## config.mk

```make
export PLATFORM = sky130hd
export DESIGN_NAME = y_conv_accumulator
export DESIGN_NICKNAME = d
export VERILOG_FILES = /design/src/rtl/y_conv_pkg.sv /design/src/rtl/y_mac_term.sv /design/src/rtl/y_conv_accumulator.sv
export SDC_FILE = /design/constraint.sdc
export NUM_CORES = 1
export LEC_CHECK = 0
export ABC_AREA = 1
export CORE_ASPECT_RATIO = 1.5
export CORE_UTILIZATION = 40
export DETAILED_ROUTE_END_ITERATION = 6
export HOLD_SLACK_MARGIN = 0.08
export PLACE_DENSITY_LB_ADDON = 0.2
export RECOVER_POWER = 25
export SYNTH_ARGS = -nofsm -noshare
export SYNTH_HDL_FRONTEND = slang
export SYNTH_HIERARCHICAL = 1
export SYNTH_SLANG_ARGS = --single-unit
```

## constraint.sdc

```tcl
create_clock -name clk -period 13.6 [get_ports clk]
set_input_delay 2.72 -clock clk [delete_from_list [all_inputs] [get_ports clk]]
set_output_delay 2.72 -clock clk [all_outputs]
set_load 0.1 [all_outputs]
```

## src/rtl/y_conv_pkg.sv

```systemverilog
// y_conv_pkg: shared types and default sizing for the y-direction
// convolution path (bit selector and accumulator).
//   Y_NUM_TERMS : products per 3x2 Sobel window, shared with the bit selector
//   Y_*_W       : default operand / accumulator / magnitude widths
//   Y_TIMEOUT   : ACCUM cycles tolerated without calc_done
//   y_state_e   : accumulator FSM states
package y_conv_pkg;

  localparam int Y_A_W       = 5;
  localparam int Y_B_W       = 5;
  localparam int Y_NUM_TERMS = 6;
  localparam int Y_ACC_W     = 12;
  localparam int Y_MAG_W     = 8;
  localparam int Y_TIMEOUT   = 8;

  typedef enum logic [1:0] {
    ST_IDLE   = 2'd0,
    ST_ACCUM  = 2'd1,
    ST_RESULT = 2'd2
  } y_state_e;

endpackage

```

## src/rtl/y_mac_term.sv

```systemverilog
// y_mac_term: one combinational multiply term of the convolution.
//   a    : two's-complement filter coefficient (A_W bits)
//   b    : pixel value, zero-extended (B_W bits)
//   term : signed product a*b, sign-extended to ACC_W bits
// Shared with the x-direction accumulator.
module y_mac_term
  import y_conv_pkg::*;
#(
  parameter int A_W   = Y_A_W,
  parameter int B_W   = Y_B_W,
  parameter int ACC_W = Y_ACC_W
) (
  input  logic        [A_W-1:0]   a,
  input  logic        [B_W-1:0]   b,
  output logic signed [ACC_W-1:0] term
);

  logic signed [ACC_W-1:0] a_ext;
  logic signed [ACC_W-1:0] b_ext;

  // Extend both operands to the accumulator width first; the product of the
  // extended operands is exact because |a*b| fits in ACC_W bits.
  assign a_ext = ACC_W'($signed(a));
  assign b_ext = ACC_W'($signed({1'b0, b}));
  assign term  = a_ext * b_ext;

endmodule

```

## src/rtl/y_conv_accumulator.sv

```systemverilog
// y_conv_accumulator: accumulates the Gy sum of one window from the bit
// selector's (a, b) stream and hands it downstream with valid/ready.
//   clk, n_rst      : clock, synchronous active-high reset
//   calc_enable     : window start (also starts the bit selector)
//   a, b            : coefficient / pixel pair for this cycle
//   calc_done       : end-of-window pulse, carries no product
//   result          : signed window sum (registered)
//   magnitude       : |result| clipped to 2^MAG_W-1 (registered)
//   result_valid    : result/magnitude/count_err valid
//   result_ready    : downstream accept
//   busy            : window in progress
//   count_err       : term count was not NUM_TERMS, or the window timed out
//   overrun         : one-cycle pulse, a start was dropped while a result waited
//
// state     | meaning
// ----------+----------------------------------------------------------
// ST_IDLE   | waiting for calc_enable
// ST_ACCUM  | summing one product per cycle until calc_done or timeout
// ST_RESULT | holding result until result_ready; may chain the next start
module y_conv_accumulator
  import y_conv_pkg::*;
#(
  parameter int A_W       = Y_A_W,
  parameter int B_W       = Y_B_W,
  parameter int NUM_TERMS = Y_NUM_TERMS,
  parameter int ACC_W     = Y_ACC_W,
  parameter int MAG_W     = Y_MAG_W,
  parameter int TIMEOUT   = Y_TIMEOUT
) (
  input  logic                    clk,
  input  logic                    n_rst,
  input  logic                    calc_enable,
  input  logic        [A_W-1:0]   a,
  input  logic        [B_W-1:0]   b,
  input  logic                    calc_done,
  output logic signed [ACC_W-1:0] result,
  output logic        [MAG_W-1:0] magnitude,
  output logic                    result_valid,
  input  logic                    result_ready,
  output logic                    busy,
  output logic                    count_err,
  output logic                    overrun
);

  localparam int CNT_W = $clog2(TIMEOUT + 1);
  localparam logic [ACC_W:0] MAG_MAX = (ACC_W+1)'((1 << MAG_W) - 1);

  y_state_e                state, state_nxt;
  logic signed [ACC_W-1:0] acc, acc_nxt, term;
  logic        [CNT_W-1:0] term_cnt, cnt_nxt;
  logic                    load, err_nxt, overrun_nxt;
  logic        [ACC_W:0]   abs_acc;
  logic        [MAG_W-1:0] mag_sat;

  y_mac_term #(
    .A_W   (A_W),
    .B_W   (B_W),
    .ACC_W (ACC_W)
  ) u_mac (
    .a    (a),
    .b    (b),
    .term (term)
  );

  // One extra bit so that |-2^(ACC_W-1)| is representable before clipping.
  always_comb begin
    abs_acc = {1'b0, acc};
    if (acc[ACC_W-1]) begin
      abs_acc = (~{1'b1, acc}) + (ACC_W+1)'(1);
    end
    mag_sat = (abs_acc > MAG_MAX) ? '1 : abs_acc[MAG_W-1:0];
  end

  always_comb begin
    state_nxt   = state;
    acc_nxt     = acc;
    cnt_nxt     = term_cnt;
    load        = 1'b0;
    err_nxt     = count_err;
    overrun_nxt = 1'b0;
    case (state)
      ST_IDLE: begin
        if (calc_enable) begin
          acc_nxt   = '0;
          cnt_nxt   = '0;
          state_nxt = ST_ACCUM;
        end
      end
      ST_ACCUM: begin
        if (calc_done) begin
          load      = 1'b1;
          err_nxt   = (term_cnt != CNT_W'(NUM_TERMS));
          state_nxt = ST_RESULT;
        end else if (term_cnt == CNT_W'(TIMEOUT)) begin
          // Terminal count: the bit selector stalled; report what we have.
          load      = 1'b1;
          err_nxt   = 1'b1;
          state_nxt = ST_RESULT;
        end else begin
          acc_nxt = acc + term;
          if (term_cnt != '1) begin
            cnt_nxt = term_cnt + CNT_W'(1);
          end
        end
      end
      ST_RESULT: begin
        if (result_ready) begin
          if (calc_enable) begin
            acc_nxt   = '0;
            cnt_nxt   = '0;
            state_nxt = ST_ACCUM;
          end else begin
            state_nxt = ST_IDLE;
          end
        end else if (calc_enable) begin
          overrun_nxt = 1'b1;
        end
      end
      default: state_nxt = ST_IDLE;
    endcase
  end

  always_ff @(posedge clk) begin
    if (n_rst) begin
      state     <= ST_IDLE;
      acc       <= '0;
      term_cnt  <= '0;
      result    <= '0;
      magnitude <= '0;
      count_err <= 1'b0;
      overrun   <= 1'b0;
    end else begin
      state    <= state_nxt;
      acc      <= acc_nxt;
      term_cnt <= cnt_nxt;
      overrun  <= overrun_nxt;
      if (load) begin
        result    <= acc;
        magnitude <= mag_sat;
        count_err <= err_nxt;
      end
    end
  end

  assign busy         = (state == ST_ACCUM);
  assign result_valid = (state == ST_RESULT);

endmodule

```

Word-level counts from Yosys, hierarchy flattened
Index checks and enable logic that the tools add are counted.
{"block": "classes", "n_addsub": 3, "mul": 1, "magnitude_cmp": 1, "eq_ne": 11, "muxes": 25, "bitwise": 2, "reduce_logical": 8}
{"cell": "$mux 12", "n": 4}
{"cell": "$pmux 12 s3", "n": 1}
{"cell": "$mux 4", "n": 5}
{"cell": "$add 13x1->13 const B", "n": 1}
{"cell": "$gt 13x8->1 const B", "n": 1}
{"cell": "$mux 13", "n": 1}
{"cell": "$not 13->13", "n": 1}
{"cell": "$add 12x12->12", "n": 1}
{"cell": "$pmux 4 s3", "n": 1}
{"cell": "$mul 5x6->11", "n": 1}
{"cell": "$mux 2", "n": 4}
{"cell": "$mux 8", "n": 1}
{"cell": "$mux 1", "n": 7}
{"cell": "$ne 2x2->1 const B", "n": 3}
{"cell": "$pmux 2 s3", "n": 1}
{"cell": "$reduce_and 3->1", "n": 2}
{"cell": "$reduce_and 5->1", "n": 1}
{"cell": "$add 4x1->4 const B", "n": 1}
{"cell": "$eq 4x4->1 const B", "n": 1}
{"cell": "$ne 2x1->1 const B", "n": 2}
{"cell": "$ne 4x3->1 const B", "n": 1}
{"cell": "$ne 4x4->1 const B", "n": 1}
{"cell": "$reduce_and 4->1", "n": 1}
{"cell": "$ne 3x2->1 const B", "n": 1}
{"cell": "other kinds (7)", "n": 7}
{"block": "word_totals", "register_bits": 40, "output_inout_bits": 24}

Longest topological paths before layout
{"block": "logic_depth", "word_depth": 5, "mapped_depth": 23, "mapped_depth_nobuf": 23}

Hierarchy
The synthesis kept the hierarchy.
{"module": "y_conv_accumulator", "instances": 1, "cells_each": 384, "area_per_inst_um2": 2481.1, "seq_area_each_um2": 800.8}
{"module": "y_mac_term", "instances": 1, "cells_each": 136, "area_per_inst_um2": 912.1, "seq_area_each_um2": 0.0}

Least setup slack after synthesis
Ideal clock, no wire load.
{"block": "synth_path", "path_type": "in2reg", "start": "input port a[4]", "end": "register acc[7]", "setup_time_ps": 132, "arrival_ps": 6454, "required_time_ps": 13468, "slack_ps": 7014, "cell_stages": 22, "n_path_buf": 0, "path_cell_list": "inv_1 or2_2 fa_1 inv_1 fa_1 inv_1 fa_1 inv_1 ha_1 nand2_1 nand3_2 xor2_1 ha_1 nand2_1 inv_1 nand2_1 nand2_1 inv_1 nand2_1 or2_2 nand3_1 a21oi_1"}
{"block": "synth_between", "elab_chain_cells": 5}
{"element": "from (decl)", "line": "y_conv_accumulator.sv:33", "rtl": "input logic [A_W-1:0] a,"}
{"element": "$mul 5x6->11", "line": "y_mac_term.sv:25", "rtl": "assign term = a_ext * b_ext;"}
{"element": "net term[6]", "line": "y_conv_accumulator.sv:49", "rtl": "logic signed [ACC_W-1:0] acc, acc_nxt, term;"}
{"element": "$add 12x12->12", "line": "y_conv_accumulator.sv:100", "rtl": "acc_nxt = acc + term;"}
{"element": "$mux 12", "line": "y_conv_accumulator.sv:94", "rtl": "end else if (term_cnt == CNT_W'(TIMEOUT)) begin"}
{"element": "$mux 12", "line": "y_conv_accumulator.sv:90", "rtl": "if (calc_done) begin"}
{"element": "$pmux 12 s3", "line": "y_conv_accumulator.sv:81", "rtl": "case (state)"}
{"element": "to (signal assigned)", "line": "y_conv_accumulator.sv:134", "rtl": "acc <= acc_nxt;"}
{"element": "to (decl)", "line": "y_conv_accumulator.sv:49"}
The timed path passes the listed nets, and every way through them passes these cells. The select of a mux whose other input is x is not followed.
A chain may end at the register's enable or synchronous reset.

Final worst setup path
{"block": "layout_path", "start": "input port a[4]", "end": "register acc[9]"}
The elaborated chain is that of the path after synthesis.

==> reports/results.tsv <==
stage	metric	value	unit
status	status	complete, but fails checks	
status	failed_checks	max-capacitance violations, max-slew violations	
synthesis	async_flop_share	0	%
floorplan	die_x	77.2	µm
floorplan	die_h	115	µm
power_and_ir_drop	p_total	0.453	mW
sta	tns	0	ns
synthesis	synth_fa_ha_area_share	20.1	%
synthesis	synth_flop_cell	dfxtp_1	
sta	fin_crit_sh	52.5	%
clock_tree	htreeDepth	2	
global_routing	gr-total-overflow	0	
worst_setup_path	ff2ff_path_depth	9	
routing	routed_wl	7530	µm
final_layout	area_growth	18.0	%
clock_tree	path_clk_slew	0.06	ns
global_routing	grt_pass1_wl	13600	µm
routing	viasPerCell	4.86	
worst_setup_path	cp-start-kind	input port	
clock_tree	cts_buffers	5	
clock_tree	cts_resized	0	
clock_tree	cts_max_path_buffers	2	
synthesis	synth_area_per_cell	6.53	µm²
worst_setup_path	crit_fanout	6	
placement	hpwl	6100	µm
sta	slew_headroom	-58.9	%
worst_setup_path	endpoint	acc[9]	
synthesis	synth_cell_type_count	27	
sta	min_period	7.15	ns
worst_setup_path	crit_type	in2reg	
synthesis	synth_top_area_share	23.6	%
sta	fin_ws	6.45	ns
synthesis	seq_area_frac_synth	23.6	%
sta	tightest_slew	2.38	ns
worst_setup_path	cp.required	13.74	ns
clock_tree	cts_setup_buffers	0	
placement	port_buffers	38	
floorplan	core_area	0.00811	mm²
synthesis	syn-num-nets	583	
routing	routedWlPerCell	11.4	µm
sta	finalHoldViolCount	0	
clock_tree	root_buffer	clkbuf_16	
run	cap_violations	1	
final_layout	fill_cells	838	
floorplan	io_pins	39	
clock_tree	clock-sinks	40	
synthesis	muxShareOfSynthArea	0	%
clock_tree	hold_buffers	0	
synthesis	ys_ff_latch	40	
final_layout	multi_input_area	0.00211	mm²
sta	setup_viol	0	
global_routing	track_usage	19.2	%
synthesis	synth_xor_xnor_area_share	1.81	%
synthesis	synthTopCellsByCount	nand2_1, inv_1, dfxtp_1, nand3_1, nor2_1	
placement	placed_cells	652	
worst_setup_path	r2r_slack	10.06	ns
min_path	hold_path.class	reg2reg	
routing	drt_iter0_markers	70	
synthesis	yosysMostFrequentCell	nand2_1	
routing	num_vias	3210	
floorplan	initial_core_util	41.9	%
placement	globalplace.congestion	0.902	
worst_setup_path	crit_arrival	7.28	ns
final_layout	num_antenna_cells	0	
final_layout	instances_no_fill	660	
global_routing	grt_antenna_before_repair	0	
power_and_ir_drop	peakVddDrop	0.0914	mV
final_layout	finalNetCount	617	
synthesis	synth-edff-count	0	
synthesis	synth_area	0.00339	mm²
final_layout	seqCellArea	801	µm²
sta	final-max-slew-violation-count	38	
clock_tree	clk_latency	0.29	ns
synthesis	synthSimpleGateAreaFrac	30.1	%
routing	ant_nets	0	
clock_tree	cts_tree	done	
routing	drtPass1Iterations	5	
worst_setup_path	reg2reg_to	magnitude[0]	
worst_setup_path	end_kind	flop	
sta	max_freq	0.140	GHz
worst_setup_path	crit_path_start	a[4]	
worst_setup_path	r2r-start	term_cnt[0]	
global_routing	grt_max_degree	38	
sta	whs	0.507	ns
global_routing	grt_pass1_vias	3254	
synthesis	synth_top_family_by_area	simple AND/OR/NAND/NOR gates	
final_layout	stdcell_area	0.00401	mm²
floorplan	die_area	0.00886	mm²
synthesis	synth_compound_area_share	10.7	%
placement	place_area	0.00384	mm²
synthesis	netlist_instances	520	
sta	skew	0.00791	ns
synthesis	yosysWarnings	6	
power_and_ir_drop	p_per_area	113	mW/mm²
synthesis	ys_top_cells_by_area	dfxtp_1, nand2_1, ha_1	
routing	drc_errors	0	
final_layout	drive_gt1_share	3.06	%
sta	rsz0062_at_grt	false	
placement	dp_slack	6.13	ns
final_layout	final_core_util	49.4	%
power_and_ir_drop	p_leak	2.14	nW
synthesis	synth_top_area_cell	dfxtp_1	
floorplan	core.rowCount	40	
## layout make-up
type | count | area share (%)
Timing Repair Buffer | 38 | 9.50
Clock buffer | 7 | 3.81
Sequential cell | 40 | 20.0
Inverter | 106 | 9.93
Tap cell | 105 | 3.28
Multi-Input combinational cell | 363 | 52.7
Clock inverter | 1 | 0.750
## how the worst min path moves through the flow
stage / from / endpoint / cells past startpoint
after floorplan: acc[0] / acc[0] / 2
after global placement: acc[0] / acc[0] / 2
after detailed placement: result[4] / result[4] / 2
after CTS: acc[7] / acc[7] / 2
after global routing: acc[7] / acc[7] / 2
final: acc[7] / acc[7] / 2
## metal layers
layer  GRT usage (%)  part of all wire (%)  vias to the layer above
met2            38.1                    53                       59
met4            11.6                   4.7                        0
met1            18.8                    40                     1439
met5               0                     0                        -
met3            2.06                   2.1                       24
li1                -                     -                     1688
## critical path, cell delays in order
cell and delay, ns:
clkdlybuf4s50_1 0.49, inv_1 0.11, or2_2 0.31, fa_1 0.54, inv_1 0.05, fa_1 0.53, inv_1 0.05, fa_1 0.53
inv_1 0.04, ha_1 0.34, nand2_1 0.10, nand3_2 0.11, nand2_1 0.09, nand2_1 0.05, nand2_1 0.05, nand2_1 0.05
ha_1 0.36, nand2_1 0.12, nor2_1 0.17, nand3_1 0.15, nand3_1 0.11, nand2_1 0.05, nand3_1 0.08, a21oi_1 0.08
## registers in the layout, indices dropped and copies added, names as in the netlist
signal     flops
result        12
term_cnt       4
magnitude      8
overrun        1
count_err      1
state          2
acc           12
## power breakdown
group / switching [mW] / total, mW / internal (mW)
sequential: 0.00534 / 0.129 / 0.124
combinational: 0.119 / 0.181 / 0.0615
clock: 0.0468 / 0.143 / 0.0966
## logic make-up after synthesis
family,count (synthesis)
buffers and inverters,117
and+or+nand+nor,240
adders and majority gates,48
DFF,40
AOI/OAI and AO/OA,68
xor gates and xnor gates,7
## placed cells by master, fill, tap and decap left out
cell / instances
o21ai_0: 24
dlygate4sd3_1: 4
a21oi_1: 36
nand2_1: 138
clkbuf_8: 2
nand3_2: 2
xnor2_1: 2
inv_1: 106
ha_1: 37
xor2_1: 5
nand3b_1: 3
or2_2: 5
nand3_1: 41
or2_1: 1
o21ai_1: 6
nand4_1: 5
a41oi_2: 1
fa_1: 11
bufinv_16: 1
o22ai_1: 1
nor3_2: 1
dfxtp_1: 40
clkdlybuf4s50_1: 34
nor3_1: 4
nor2_1: 40
clkbuf_16: 5
Power figures use the tool's default switching activity.
